$ cat config.mk
export PLATFORM = sky130hd
export DESIGN_NAME = ecg_sample_writer_flat
export DESIGN_NICKNAME = d
export VERILOG_FILES = /design/src/rtl/ecg_pkg.sv /design/src/rtl/ecg_sample_writer_if.sv /design/src/rtl/ecg_sample_writer.sv /design/src/flat_wrapper.sv
export SDC_FILE = /design/constraint.sdc
export NUM_CORES = 1
export LEC_CHECK = 0
export ABC_AREA = 1
export CAP_MARGIN = 20
export CORE_ASPECT_RATIO = 1.75
export CORE_MARGIN = 2
export CORE_UTILIZATION = 38
export DETAILED_ROUTE_END_ITERATION = 8
export GPL_ROUTABILITY_DRIVEN = 0
export PLACE_DENSITY = 0.69
export RECOVER_POWER = 50
export SLEW_MARGIN = 5
export SYNTH_ARGS = -nofsm -noshare
export SYNTH_HDL_FRONTEND = slang
export SYNTH_SLANG_ARGS = --single-unit
$ cat constraint.sdc
create_clock -name clk -period 1.57 [get_ports clk]
set_clock_uncertainty 0.05 [all_clocks]
set_input_delay 0.314 -clock clk [delete_from_list [all_inputs] [get_ports clk]]
set_output_delay 0.314 -clock clk [all_outputs]
set_load 0.005 [all_outputs]
$ cat src/rtl/ecg_pkg.sv
// Shared constants and types for the ECG sample memory path (write and fetch sides).
package ecg_pkg;

    localparam int unsigned ECG_ADDR_W = 12;
    localparam int unsigned ECG_DATA_W = 12;
    localparam int unsigned ECG_DEPTH  = 4096;
    localparam int unsigned ECG_FILL_W = ECG_ADDR_W + 1;

    // Writer FSM states; the two-phase strobe is SETUP (we low) then STROBE (we high).
    typedef enum logic [2:0] {
        WrIdle   = 3'd0,
        WrArm    = 3'd1,
        WrSetup  = 3'd2,
        WrStrobe = 3'd3,
        WrDone   = 3'd4
    } wr_state_t;

    // A record is in flight in every state between ARM and STROBE inclusive.
    function automatic logic wr_is_busy(input wr_state_t st);
        return (st == WrArm) || (st == WrSetup) || (st == WrStrobe);
    endfunction

endpackage

$ cat src/rtl/ecg_sample_writer_if.sv
// Control, sample-stream and memory-pin bundle of the ECG sample writer.
interface ecg_sample_writer_if
    import ecg_pkg::*;
#(
    parameter int unsigned ADDR_W = ECG_ADDR_W,
    parameter int unsigned DATA_W = ECG_DATA_W
) ();

    // Record control
    logic              start;
    logic              abort;

    // ADC sample stream (valid/ready)
    logic              sample_valid;
    logic [DATA_W-1:0] sample_data;
    logic              sample_ready;

    // Sample memory write pins
    logic [ADDR_W-1:0] mem_addr;
    logic [DATA_W-1:0] mem_wdata;
    logic              mem_we;

    // Status
    logic              busy;
    logic              done;
    logic [ADDR_W:0]   fill_count;

    // Writer side
    modport slave (
        input  start, abort, sample_valid, sample_data,
        output sample_ready, mem_addr, mem_wdata, mem_we, busy, done, fill_count
    );

    // Controller / source / memory side
    modport master (
        output start, abort, sample_valid, sample_data,
        input  sample_ready, mem_addr, mem_wdata, mem_we, busy, done, fill_count
    );

endinterface

$ cat src/rtl/ecg_sample_writer.sv
// ECG sample writer: fills the sample memory sequentially from address 0 with ADC samples
// taken over a valid/ready handshake, using a setup-then-strobe write per sample.
module ecg_sample_writer
    import ecg_pkg::*;
#(
    parameter int unsigned ADDR_W = ECG_ADDR_W,
    parameter int unsigned DATA_W = ECG_DATA_W
) (
    input logic                clk,
    input logic                rst_n,
    ecg_sample_writer_if.slave bus_io
);

    localparam logic [ADDR_W:0] FillMax = (ADDR_W + 1)'(1 << ADDR_W);

    wr_state_t         state_q;
    logic [ADDR_W-1:0] addr_q;
    logic [DATA_W-1:0] wdata_q;
    logic [ADDR_W:0]   fill_q;
    logic              we_q;
    logic              ready_q;
    logic              busy_q;
    logic              done_q;

    logic              handshake;
    logic              last_addr;

    // ready_q is only ever high in ARM, so this is the accept condition of that state.
    assign handshake = ready_q && bus_io.sample_valid;
    assign last_addr = (addr_q == {ADDR_W{1'b1}});

    // Writer FSM; every output is a flop so nothing combinational reaches the pins.
    always_ff @(posedge clk or negedge rst_n) begin
        if (!rst_n) begin
            state_q <= WrIdle;
            addr_q  <= '0;
            wdata_q <= '0;
            fill_q  <= '0;
            we_q    <= 1'b0;
            ready_q <= 1'b0;
            busy_q  <= 1'b0;
            done_q  <= 1'b0;
        end else begin
            unique case (state_q)
                // Abort has no effect here; done survives until the next start.
                WrIdle, WrDone: begin
                    if (bus_io.start) begin
                        state_q <= WrArm;
                        addr_q  <= '0;
                        fill_q  <= '0;
                        done_q  <= 1'b0;
                        ready_q <= 1'b1;
                        busy_q  <= 1'b1;
                    end
                end

                WrArm: begin
                    if (bus_io.abort) begin
                        state_q <= WrIdle;
                        ready_q <= 1'b0;
                        busy_q  <= 1'b0;
                    end else if (handshake) begin
                        wdata_q <= bus_io.sample_data;
                        state_q <= WrSetup;
                        ready_q <= 1'b0;
                    end
                end

                // Address and data settle for a cycle before the strobe.
                WrSetup: begin
                    if (bus_io.abort) begin
                        state_q <= WrIdle;
                        busy_q  <= 1'b0;
                    end else begin
                        state_q <= WrStrobe;
                        we_q    <= 1'b1;
                    end
                end

                // The write lands this cycle even when aborting, so it is always counted.
                WrStrobe: begin
                    we_q   <= 1'b0;
                    addr_q <= addr_q + 1'b1;
                    fill_q <= fill_q + 1'b1;
                    if (bus_io.abort) begin
                        state_q <= WrIdle;
                        busy_q  <= 1'b0;
                    end else if (last_addr) begin
                        // addr_q wraps to 0; fill_q tops out at the depth.
                        state_q <= WrDone;
                        done_q  <= 1'b1;
                        busy_q  <= 1'b0;
                    end else begin
                        state_q <= WrArm;
                        ready_q <= 1'b1;
                    end
                end

                default: begin
                    state_q <= WrIdle;
                    we_q    <= 1'b0;
                    ready_q <= 1'b0;
                    busy_q  <= 1'b0;
                end
            endcase
        end
    end

    assign bus_io.sample_ready = ready_q;
    assign bus_io.mem_addr     = addr_q;
    assign bus_io.mem_wdata    = wdata_q;
    assign bus_io.mem_we       = we_q;
    assign bus_io.busy         = busy_q;
    assign bus_io.done         = done_q;
    assign bus_io.fill_count   = fill_q;

    // Structural invariants of the strobe protocol and status flags.
    a_we_not_ready: assert property (@(posedge clk) disable iff (!rst_n)
        we_q |-> !ready_q);
    a_we_in_strobe: assert property (@(posedge clk) disable iff (!rst_n)
        we_q |-> (state_q == WrStrobe));
    a_busy_state: assert property (@(posedge clk) disable iff (!rst_n)
        busy_q == wr_is_busy(state_q));
    a_done_idle: assert property (@(posedge clk) disable iff (!rst_n)
        done_q |-> !busy_q);
    a_fill_bound: assert property (@(posedge clk) disable iff (!rst_n)
        fill_q <= FillMax);

endmodule

$ cat src/flat_wrapper.sv
// flat-port wrapper written by rule: the top's interface ports become plain ports
module ecg_sample_writer_flat import ecg_pkg::*;
#(
    parameter int unsigned ADDR_W = ECG_ADDR_W,
    parameter int unsigned DATA_W = ECG_DATA_W
)
  (clk, rst_n, bus_io_start, bus_io_abort, bus_io_sample_valid, bus_io_sample_data, bus_io_sample_ready, bus_io_mem_addr, bus_io_mem_wdata, bus_io_mem_we, bus_io_busy, bus_io_done, bus_io_fill_count);
  ecg_sample_writer_if #(.ADDR_W(ADDR_W), .DATA_W(DATA_W)) bus_io_i ();
  input logic clk;
  input logic rst_n;
  input wire logic [$bits(bus_io_i.start)-1:0] bus_io_start;
  input wire logic [$bits(bus_io_i.abort)-1:0] bus_io_abort;
  input wire logic [$bits(bus_io_i.sample_valid)-1:0] bus_io_sample_valid;
  input wire logic [$bits(bus_io_i.sample_data)-1:0] bus_io_sample_data;
  output wire logic [$bits(bus_io_i.sample_ready)-1:0] bus_io_sample_ready;
  output wire logic [$bits(bus_io_i.mem_addr)-1:0] bus_io_mem_addr;
  output wire logic [$bits(bus_io_i.mem_wdata)-1:0] bus_io_mem_wdata;
  output wire logic [$bits(bus_io_i.mem_we)-1:0] bus_io_mem_we;
  output wire logic [$bits(bus_io_i.busy)-1:0] bus_io_busy;
  output wire logic [$bits(bus_io_i.done)-1:0] bus_io_done;
  output wire logic [$bits(bus_io_i.fill_count)-1:0] bus_io_fill_count;
  assign bus_io_i.start = bus_io_start;
  assign bus_io_i.abort = bus_io_abort;
  assign bus_io_i.sample_valid = bus_io_sample_valid;
  assign bus_io_i.sample_data = bus_io_sample_data;
  assign bus_io_sample_ready = bus_io_i.sample_ready;
  assign bus_io_mem_addr = bus_io_i.mem_addr;
  assign bus_io_mem_wdata = bus_io_i.mem_wdata;
  assign bus_io_mem_we = bus_io_i.mem_we;
  assign bus_io_busy = bus_io_i.busy;
  assign bus_io_done = bus_io_i.done;
  assign bus_io_fill_count = bus_io_i.fill_count;
  ecg_sample_writer #(.ADDR_W(ADDR_W), .DATA_W(DATA_W)) u_core (.clk(clk), .rst_n(rst_n), .bus_io(bus_io_i));
endmodule
# [Word level (Yosys, flattened, before mapping)]
# Cells that the tools add are included.
[totals] regBits=44 latch_bits=0 ram_bits=0 rom_bits=0 inputBits=17 word_cells=66 memories=0
[classes] n_addsub=2 multipliers=0 n_div=0 magnitude_cmp=0 eq_ne=13 shifts=0 mux=27 n_bitwise=3 reduce_logical=13
[ops] cell="$pmux 13 s2" count=1
[ops] cell="$pmux 12 s2" count=1
[ops] cell="$mux 3" count=5
[ops] cell="$add 13x1->13 const B" count=1
[ops] cell="$mux 13" count=1
[ops] cell="$add 12x1->12 const B" count=1
[ops] cell="$eq 12x12->1 const B" count=1
[ops] cell="$mux 1" count=12
[ops] cell="$mux 12" count=1
[ops] cell="$pmux 3 s4" count=1
[ops] cell="$ne 2x2->1 const B" count=4
[ops] cell="$eq 3x2->1 const B" count=2
[ops] cell="$ne 3x2->1 const B" count=2
[ops] cell="$reduce_and 2->1" count=3
[ops] cell="$reduce_and 3->1" count=2
[ops] cell="$reduce_and 5->1" count=1
[ops] cell="$ne 2x1->1 const B" count=2
[ops] cell="$pmux 1 s2" count=2
[ops] cell="$pmux 1 s4" count=1
[ops] cell="$reduce_and 4->1" count=1
[ops] cell="$reduce_or 2->1" count=2
[ops] cell="$eq 3x1->1 const B" count=1
[ops] cell="$eq 3x3->1 const B" count=1
[ops] cell="$logic_not 3->1" count=1
[ops] cell="6 further kinds" count=8

# [Logic depth before layout (Yosys ltp)]
# Gate-level depths: netlist (run 1).
[logic_depth] word_depth=4 mapped_depth=9 depth_no_buf=9

# [Least setup slack after synthesis (run 1)]
# No wires, ideal clock.
[synth_timing] kind="reg2reg" start="reg u_core.fill_q[0] (netlist: u_core.bus_io.fill_count[0])" end="reg u_core.fill_q[10] (netlist: u_core.bus_io.fill_count[10])" setup_time_ns=0.076 arrival_time_ns=1.186 setup_slack_ns=0.258 stages_incl_launch_ff=8 path_buffers=0 synth_period_minus_slack_ns=1.312 cell_sequence="dfrtp_1 -> ha_1 -> nand2_1 -> nor2_1 -> nand2_1 -> o21ai_0 -> nand2_1 -> o21ai_1"
[synth_via] elab_chain_len=2
[synth_lines] item="start, declared" line_no="ecg_sample_writer.sv:19" text="logic [ADDR_W:0] fill_q;"
[synth_lines] item="start signal, assigned" line_no="ecg_sample_writer.sv:84" text="fill_q <= fill_q + 1'b1;"
[synth_lines] item="$add 13x1->13" line_no="ecg_sample_writer.sv:84"
[synth_lines] item="$pmux 13 s2" line_no="ecg_sample_writer.sv:44" text="unique case (state_q)"
# Every way passes these cells.
# A chain may end at the register's enable or synchronous reset.

# [Worst setup path after layout (run 1)]
[layout_timing] start="reg u_core.fill_q[12] (netlist: u_core.bus_io.fill_count[12])" end="out bus_io_fill_count[12]"
[layout_lines] item="end, declared" line_no="flat_wrapper.sv:21" text="output wire logic [$bits(bus_io_i.fill_count)-1:0] bus_io_fill_count;"
# No word-level cell between the ends.

==> flow_summary.toml, run 1 <==
[floorplanning]
core_region_area_mm2 = 0.005879
die_h_um = 106.9
die_area_mm2 = 0.006711
initial_core_util = 0.3909
num_io_pins = 58
die_w_um = 62.79
num_rows = 37

[setup_path]
timing.rr.start = "u_core.bus_io.mem_addr[0]"
crit_slowest_cell = "clkdlybuf4s50_1"
rrSetupSlack_ns = 0.06
end_kind = "primary output"
start_kind = "register"
cp_max_fo = 2
critical_path_depth = 1
critPathMaxStageDelay_ns = 0.51
worst_ep_required_time_ns = 1.21
critical_path.n_buffers_inverters = 1
worstPathCellList = "clkdlybuf4s50_1"
startpoint = "u_core.bus_io.fill_count[12]"
reg2reg_depth = 10
worstSetupPathType = "reg -> out"
arrival_ns = 1.18
critPathTopFamily = "buffers and inverters"

[grt]
grt_overflow_total = 0
grt_usage = 0.1791
grt_pass1_wl_um = 9390
grt_pass1_vias = 2153
grt_max_degree = 45
antenna_found_initial = 0

[clocking]
clkLatencyLatePin_ns = 0.30
cts-root-buf = "clkbuf_8"
cts.clk_slew.worst_paths_ns = 0.08
cts_buffer_depth = 2
cts_sinks = 44
tritoncts = "built"
cts-buffers-inserted = 5
h-tree-depth = 2

[route]
vias_per_cell = 4.751
drtAntennaViolNets = 0
first_iter_violations = 95
vias = 2209
first_pass_iters = 4
routed_wl_um = 5690
post_drt_wl_per_cell_um = 12.24
post-route-drc-count = 0

[power]
p_total_mw = 4.515
p_leak_nw = 1.641
pwr_density_cell_mw_per_mm2 = 1312
peakVddDrop_v = 0.0008941

[sta]
worstMarginPinSlew_ns = 0.6018
setup_violations = 0
period_minus_slack_ns = 1.540
drv_slew = 0
relSlewSlack = 0.5988
fin_crit_sh = 0.9807
hold_violations = 0
timing.fmax_ghz = 0.6495
timing.setup.tns_ns = 0
layout_setup_ws_ns = 0.03034

[final_layout]
diodes = 0
fillers = 544
syn2layout_area_growth_pct = 49.70
final_net_count = 405
drive_above_1_share = 0.2326

[worst_hold_path]
hp-start = "u_core.bus_io.busy"
whs_path_depth = 2
hold_path_class = "reg -> reg"

[yosys]
yosys.cell_types.count = 29
synth-seq-area-share = 0.4790
synth_top_cell_by_area = "dfrtp_1"
syn_area_mm2 = 0.002298
ys_ff_latch = 44
synth.avg_cell_area_um2 = 8.122
synth_cells = 283
synth_area_leaders = "dfrtp_1 48%, nand2_1 12%, inv_1 6.0%, o21ai_2 5.0%, nor2_1 4.1%"
synthesis.nets = 302
synth_top_area_frac = 0.4790
yosysWarningCount = 0

[job]
drv_cap = 0

[place]
hpwl_um = 3891
port-buffer-count = 57
place_ws_ns = -0.03904

[run_status]
run_status = "finished, final reports clean"
==> cell type report <==
cell class | count | area, um2 | area share
inverters | 40 | 152.6 | 0.04436
well taps | 78 | 97.59 | 0.02836
multi-input cells | 195 | 1026 | 0.2982
repair buffers | 100 | 900.9 | 0.2618
clock buffers | 5 | 68.82 | 0.02000
clock inverters | 3 | 90.09 | 0.02618
flip-flops and latches | 44 | 1105 | 0.3211
==> metrics by stage <==
step           hold WS [ns]  instance area (um2)    util  std cells
2_1_floorplan      -0.03159                 2298       -        283
3_3_place_gp         0.2591                 3035  0.5163        426
3_5_place_dp         0.2782                 3035  0.5163        426
4_1_cts              0.4419                 3376  0.5742        458
5_1_grt              0.4672                 3441  0.5852        465
6_report             0.4395                 3441  0.5852        465
==> kinds of logic after synthesis <==
group | after synthesis | share of synthesized area
AOI/OAI and AO/OA | 55 | 0.1497
buffers and inverters | 44 | 0.08438
and+or+nand+nor | 137 | 0.2722
adders and majority gates | 2 | 0.01089
xor gates and xnor gates | 1 | 0.003811
DFF | 44 | 0.4790
==> power by group <==
group | total [mW] | internal (mW) | switching (mW) | leakage [nW]
clock network | 1.20 | 0.796 | 0.409 | 0.0784
registers | 1.56 | 1.38 | 0.176 | 0.581
logic | 1.75 | 0.898 | 0.854 | 0.981
total | 4.52 | 3.08 | 1.44 | 1.64
==> timing repair <==
action                                 4_1_cts  5_1_grt
setup buffers                               23        7
endpoints found under the hold margin       44        0
resized for setup                            7       23
setup endpoints to repair                   25       29
hold buffers                                 1        0
==> sequential cells by signal, summed over array words and instances (netlist names) <==
signal	count
u_core.bus_io.fill_count	13
u_core.bus_io.mem_addr	12
u_core.bus_io.mem_wdata	12
u_core.state_q	3
u_core.bus_io.busy	1
u_core.bus_io.done	1
u_core.bus_io.mem_we	1
u_core.bus_io.sample_ready	1
==> worst paths after layout <==
check | endpoint
max | bus_io_fill_count[12]
min | u_core.bus_io.busy
max reg2reg | u_core.bus_io.sample_ready
min reg2reg | u_core.bus_io.busy
max in group asynchronous | u_core.bus_io.mem_addr[7]
min in group asynchronous | u_core.bus_io.mem_addr[8]
==> cells in the final DEF, fill, tap and decap left out, types with 4 or more instances in the layout <==
cell type / n
nor2_2: 4
dlygate4sd2_1: 4
clkbuf_8: 5
inv_1: 37
buf_4: 40
nor2_1: 22
dfrtp_1: 41
a21oi_1: 13
o21ai_0: 14
o21ai_2: 13
clkdlybuf4s25_1: 14
o21ai_1: 8
clkdlybuf4s50_1: 37
nand3_1: 15
nand2_1: 76
==> routing by layer <==
| metal | GRT usage | wire, um | vias to the layer above |
|---|---|---|---|
| met4 | 0.09841 | 166 | 0 |
| li1 | - | - | 1109 |
| met2 | 0.3310 | 3132 | 61 |
| met3 | 0.04197 | 282 | 12 |
| met1 | 0.1826 | 2109 | 1027 |
| met5 | 0 | 0 | - |
==> worst min-delay path: stages (launching register included) <==
cell and delay (ns):
dfrtp_1 0.36, nand2_1 0.06, nand2_1 0.05
==> synthesized netlist by cell type, drive strengths merged <==
master  instances
nor2           29
o31ai           1
o21ai          35
nor3            5
xor2            1
buf             4
ha              2
a21boi          1
nand3          16
a22o            2
inv            40
o21bai          1
nand4           5
a21oi          14
a31oi           1
dfrtp          44
nand2          82
Note: power is estimated with default switching activity, not from simulation.
==> run 2: changes to the inputs <==
--- a/config.mk
+++ b/config.mk
@@ -12,9 +12,10 @@
 export CORE_UTILIZATION = 38
 export DETAILED_ROUTE_END_ITERATION = 8
 export GPL_ROUTABILITY_DRIVEN = 0
+export MAX_ROUTING_LAYER = met4
 export PLACE_DENSITY = 0.69
 export RECOVER_POWER = 50
-export SLEW_MARGIN = 5
+export SKIP_LAST_GASP = 1
 export SYNTH_ARGS = -nofsm -noshare
 export SYNTH_HDL_FRONTEND = slang
 export SYNTH_SLANG_ARGS = --single-unit
==> run 2 against run 1 <==
Net effect:
- total power about the same
- worst setup slack got worse by 0.0011 ns
- non-clock buffer count grew 4
- combinational power is essentially flat
- cell area rose by 0.91%
- sequential power about the same
- sequential cell count unchanged
- clock power hardly changed
- first-iteration DRC count grew 8.4%
- final cell count grew 0.86%
- critical path depth increased by 6
- fmax is essentially flat
==> flow_summary.toml, run 2 (synthesis results as in run 1) <==
[run_status]
run_status = "finished, final reports clean"

[grt]
grt_max_degree = 45
grt_overflow_total = 0
grt_pass1_wl_um = 9411
antenna_found_initial = 0
grt_pass1_vias = 2149
grt_usage = 0.1843

[clocking]
cts-buffers-inserted = 5
tritoncts = "built"
cts_buffer_depth = 2
cts-root-buf = "clkbuf_8"
cts_sinks = 44
cts.clk_slew.worst_paths_ns = 0.09
clkLatencyLatePin_ns = 0.30
h-tree-depth = 2

[final_layout]
syn2layout_area_growth_pct = 51.06
layout_common_cells = "76 x nand2_1, 44 x buf_4, 41 x dfrtp_1"
finish.utilization = 0.5906
final_net_count = 409
fin_area_mm2 = 0.003472
fillers = 539
multiInputGateArea_mm2 = 0.001016
drive_above_1_share = 0.2379
regArea_mm2 = 0.001105
diodes = 0
largest_register_ff_count = 13
layout_commonest_cell = "nand2_1"
fin_cells = 469

[setup_path]
cp_max_fo = 4
worst_ep_required_time_ns = 1.73
startpoint = "u_core.bus_io.fill_count[8]"
critPathMaxStageDelay_ns = 0.36
critPathMostFrequentCell = "nand2_1"
timing.rr.start = "u_core.bus_io.fill_count[8]"
crit_slowest_cell = "dfrtp_1"
worstPathCellList = "buf_4, nand2_1, nor3_1, inv_1, nor2_1, nand2_1, o21ai_0"
critical_path_depth = 7
critical_path.n_buffers_inverters = 2
timing.rr.end = "u_core.bus_io.fill_count[11]"
crit_path_end = "u_core.bus_io.fill_count[11]"
start_kind = "register"
worstSetupPathType = "reg -> reg"
critPathTopFamily = "simple AND/OR/NAND/NOR gates"
rrSetupSlack_ns = 0.03
arrival_ns = 1.70
end_kind = "register"
reg2reg_depth = 7

[floorplanning]
die_w_um = 62.79
num_rows = 37
num_io_pins = 58
die_h_um = 106.9
die_area_mm2 = 0.006711
initial_core_util = 0.3909
core_region_area_mm2 = 0.005879

[sta]
timing.fmax_ghz = 0.6490
timing.hold.ws_ns = 0.4400
layout_setup_ws_ns = 0.02927
worstMarginPinSlew_ns = 0.6076
fin_crit_sh = 0.9814
rsz0062_at_grt = "true"
period_minus_slack_ns = 1.541
hold_violations = 0
setup_violations = 0
drv_slew = 0
timing.setup.tns_ns = 0
relSlewSlack = 0.5949

[route]
post_drt_wl_per_cell_um = 12.44
first_iter_violations = 103
routed_wl_um = 5834
post-route-drc-count = 0
drtAntennaViolNets = 0
first_pass_iters = 5
vias = 2224
vias_per_cell = 4.742

[power]
p_leak_nw = 1.728
peakVddDrop_v = 0.0008963
pwr_density_cell_mw_per_mm2 = 1300
p_total_mw = 4.515

[job]
drv_cap = 0

[worst_hold_path]
hold_path_class = "reg -> reg"

[place]
placedCellCount = 426
place_ws_ns = -0.03904
place_area_mm2 = 0.003035
hpwl_um = 3891
port-buffer-count = 57
run 2: cell count changes in the layout (fill, tap and decap cells not counted):
cell             change
dlygate4sd2_1        -1
nor3_2               -1
clkdlybuf4s25_1      -3
dlymetal6s2s_1       +4
nor3_1               +1
buf_4                +4
nor2_4               -1
nor2_2               +1
run 2: how the worst min path moves through the flow:
stage	start	to	slack (ns)	cells past startpoint
floorplan	rst_n	u_core.bus_io.busy	-0.03	0
global placement	rst_n	u_core.bus_io.mem_we	0.26	2
detailed placement	rst_n	u_core.state_q[1]	0.28	2
CTS	u_core.bus_io.busy	u_core.bus_io.busy	0.44	2
global route	u_core.bus_io.mem_wdata[11]	u_core.bus_io.mem_wdata[11]	0.47	2
finish	u_core.bus_io.busy	u_core.bus_io.busy	0.44	2
run 2: what timing repair did:
item / 4_1_cts / 5_1_grt
hold buffers: 1 / 0
buffers inserted: 23 / 11
endpoints found under the setup margin: 25 / 30
gates resized for setup: 6 / 22
hold endpoints to repair: 44 / 0
run 2: routing by layer:
layer	wire length (um)	track usage	vias to the layer above	part of all wire
li1	-	-	1117	-
met1	2207	0.1867	1026	0.38
met2	3185	0.3310	64	0.55
met3	246	0.03673	17	0.042
met4	194	0.09841	0	0.033
met5	0	-	-	0
run 2: power breakdown:
part / internal [mW] / switching [mW] / leakage [nW] / total, mW
combinational: 0.898 / 0.854 / 1.07 / 1.75
clock: 0.796 / 0.409 / 0.0784 / 1.20
sequential: 1.38 / 0.175 / 0.581 / 1.56
total: 3.08 / 1.44 / 1.73 / 4.51
run 2: area by class of cell:
cell class | count | share of cell area
flip-flops and latches | 44 | 0.3182
clock inverters | 3 | 0.02595
clock buffers | 5 | 0.01982
repair buffers | 104 | 0.2714
inverters | 40 | 0.04396
well taps | 78 | 0.02811
multi-input cells | 195 | 0.2926
run 2: tightest hold or removal path, stage by stage (launching register included):
cell,delay (ns)
dfrtp_1,0.36
nand2_1,0.06
nand2_1,0.05
==> run 3: changes to the inputs <==
--- a/config.mk
+++ b/config.mk
@@ -7,15 +7,19 @@
 export LEC_CHECK = 0
 export ABC_AREA = 1
 export CAP_MARGIN = 20
+export CELL_PAD_IN_SITES_DETAIL_PLACEMENT = 1
+export CELL_PAD_IN_SITES_GLOBAL_PLACEMENT = 2
 export CORE_ASPECT_RATIO = 1.75
 export CORE_MARGIN = 2
-export CORE_UTILIZATION = 38
+export CORE_UTILIZATION = 36
 export DETAILED_ROUTE_END_ITERATION = 8
+export DONT_BUFFER_PORTS = 1
 export GPL_ROUTABILITY_DRIVEN = 0
 export MAX_ROUTING_LAYER = met4
-export PLACE_DENSITY = 0.69
+export PLACE_DENSITY = 0.84
 export RECOVER_POWER = 50
 export SKIP_LAST_GASP = 1
 export SYNTH_ARGS = -nofsm -noshare
 export SYNTH_HDL_FRONTEND = slang
 export SYNTH_SLANG_ARGS = --single-unit
+export TNS_END_PERCENT = 5
==> run 3 against run 2 <==
Net effect:
- worst hold slack worse by 0.36 ns
- core utilization is 17 points lower
- register-to-register slack better by 0.09 ns
- sequential power is 3% higher
- sequential cell count stayed put
- combinational power is 37% lower
- cell area is 25% lower
- total power is 20% lower
- final cell count is 19% lower
- non-clock buffer count is 90 lower
- worst setup slack better by 0.086 ns
- largest cell class unchanged
- count of clock-buffer cells in the layout stayed put
==> flow_summary.toml, run 3 (synthesis results as in run 1) <==
[sta]
fin_crit_sh = 0.9265
relSlewSlack = 0.5817
setup_violations = 0
rsz0062_at_grt = "true"
worstMarginPinSlew_ns = 0.6274
hold_violations = 0
timing.fmax_ghz = 0.6875
drv_slew = 0
period_minus_slack_ns = 1.455
layout_setup_ws_ns = 0.1155

[setup_path]
cp_max_fo = 4
end_kind = "register"
critPathMaxStageDelay_ns = 0.42
worstSetupPathType = "reg -> reg"
worst_ep_required_time_ns = 1.77
critPathMostFrequentCell = "nand2_1"
crit_slowest_cell = "dfrtp_1"
start_kind = "register"
arrival_ns = 1.65
timing.rr.start = "u_core.bus_io.fill_count[1]"
worstPathCellList = "ha_1, nand2_1, nor2_2, nand2_1, o21ai_0, nand2_1, o21ai_1"
startpoint = "u_core.bus_io.fill_count[1]"

[power]
swShare = 0.3699
clkPwrFrac = 0.252
peakVddDrop_v = 0.0007303
p_sw_mw = 1.342
p_comb_frac = 0.303
p_int_mw = 2.286
power_frac_seq = 0.445
p_leak_nw = 1.236
pwr_density_cell_mw_per_mm2 = 1394

[clocking]
clkLatencyLatePin_ns = 0.31
cts-root-buf = "clkbuf_8"
h-tree-depth = 2
cts_sinks = 44
cts.clk_slew.worst_paths_ns = 0.09
tritoncts = "built"
cts-buffers-inserted = 5
cts_buffer_depth = 2
postCtsSetupBuffers = 0

[grt]
grt_max_degree = 45
antenna_found_initial = 0
grt_usage = 0.1920
grt_overflow_total = 0
grt_pass1_wl_um = 10050
grt_pass1_vias = 2134

[place]
place_area_mm2 = 0.002460
hpwl_um = 4469
port-buffer-count = 0
place_ws_ns = 0.07844

[final_layout]
layout_commonest_cell = "nand2_1"
drive_above_1_share = 0.1827
final_net_count = 319
syn2layout_area_growth_pct = 13.28
fin_area_mm2 = 0.002604
finish.utilization = 0.4213
diodes = 0
largest_register_ff_count = 13
layout_common_cells = "76 x nand2_1, 44 x dfrtp_1, 37 x inv_1"

[worst_hold_path]
hp-start = "bus_io_sample_data[7]"
hold_path_class = "in -> reg"

[run_status]
run_status = "finished, final reports clean"

[route]
vias_per_cell = 5.068
vias = 1931
first_iter_violations = 41
post_drt_wl_per_cell_um = 15.23
first_pass_iters = 4
drtAntennaViolNets = 0
routed_wl_um = 5802
post-route-drc-count = 0

[floorplanning]
core_region_area_mm2 = 0.006181
die_h_um = 109.7
num_rows = 38
die_area_mm2 = 0.007065
die_w_um = 64.40
initial_core_util = 0.3719
num_io_pins = 58

[job]
drv_cap = 0
## run 3: changes by cell type in the layout (fill, tap and decap cells not counted), moves of 2 or more
cell             delta
dfrtp_2             -3
clkinv_4            +2
dlymetal6s2s_1      -5
dlygate4sd2_1       -3
buf_4              -33
clkdlybuf4s25_1    -11
o21ai_0             +2
clkdlybuf4s50_1    -37
dfrtp_1             +3
o21ai_1             -2
bufinv_16           -2
## run 3: area by class of cell
cell class | count | area (um2)
clock buffer | 5 | 68.82
sequential | 44 | 1101
timing repair buffer | 14 | 120.1
tap | 80 | 100.1
inverter | 40 | 152.6
multi-input combinational | 195 | 1013
clock inverter | 3 | 47.55
fill | 777 | 3577
## run 3: through the flow
stage / hold slack (ns) / setup TNS (ns) / power (mW) / cells
finish: 0.07977 / 0 / 3.628 / 381
detailed placement: -0.03006 / 0 / 2.749 / 371
CTS: 0.06276 / 0 / 3.725 / 381
floorplan: -0.03159 / 0 / 2.391 / 283
global route: 0.06462 / -0.09319 / 3.912 / 381
global placement: -0.03042 / 0 / 2.708 / 371
## run 3: worst max-delay path, delay by kind of cell, from the launching register on
family	cells	cell delay (ns)
flip-flops	1	0.42
AO/OA/AOI/OAI	2	0.27
AND/OR/NAND/NOR	4	0.44
adder cells (fa/ha/maj)	1	0.21
## run 3: power by group through the flow
| stage | Sequential (mW) | Clock [mW] | Combinational (mW) |
|---|---|---|---|
| after floorplan | 1.60 | 0 | 0.788 |
| after detailed placement | 1.64 | 0 | 1.10 |
| after global routing | 1.66 | 0.992 | 1.26 |
| final | 1.61 | 0.915 | 1.10 |
| after CTS | 1.62 | 0.962 | 1.14 |
| after global placement | 1.64 | 0 | 1.07 |
## run 3: repair_timing
item	CTS	global route
hold buffers	2	0
setup endpoints to repair	0	6
hold endpoints to repair	44	0
resized for setup	0	3
## run 3: path summary, 6_finish.rpt
kind | to | slack, ns | cells past startpoint
max in group asynchronous | u_core.bus_io.mem_addr[1] | 0.50 | 2
setup / recovery | u_core.bus_io.fill_count[10] | 0.12 | 7
setup reg to reg | u_core.bus_io.fill_count[10] | 0.12 | 7
hold / removal | u_core.bus_io.mem_wdata[7] | 0.08 | 2
min in group asynchronous | u_core.bus_io.mem_addr[9] | 0.53 | 2
hold reg to reg | u_core.bus_io.mem_wdata[3] | 0.47 | 2
## run 3: routing by layer
metal | GRT usage | vias to the layer above | part of all wire | routed length [um]
li1 | - | 943 | - | -
met1 | 0.1926 | 927 | 0.38 | 2199
met2 | 0.3408 | 51 | 0.54 | 3110
met3 | 0.05425 | 10 | 0.059 | 342
met4 | 0.09119 | 0 | 0.026 | 150
met5 | - | - | 0 | 0
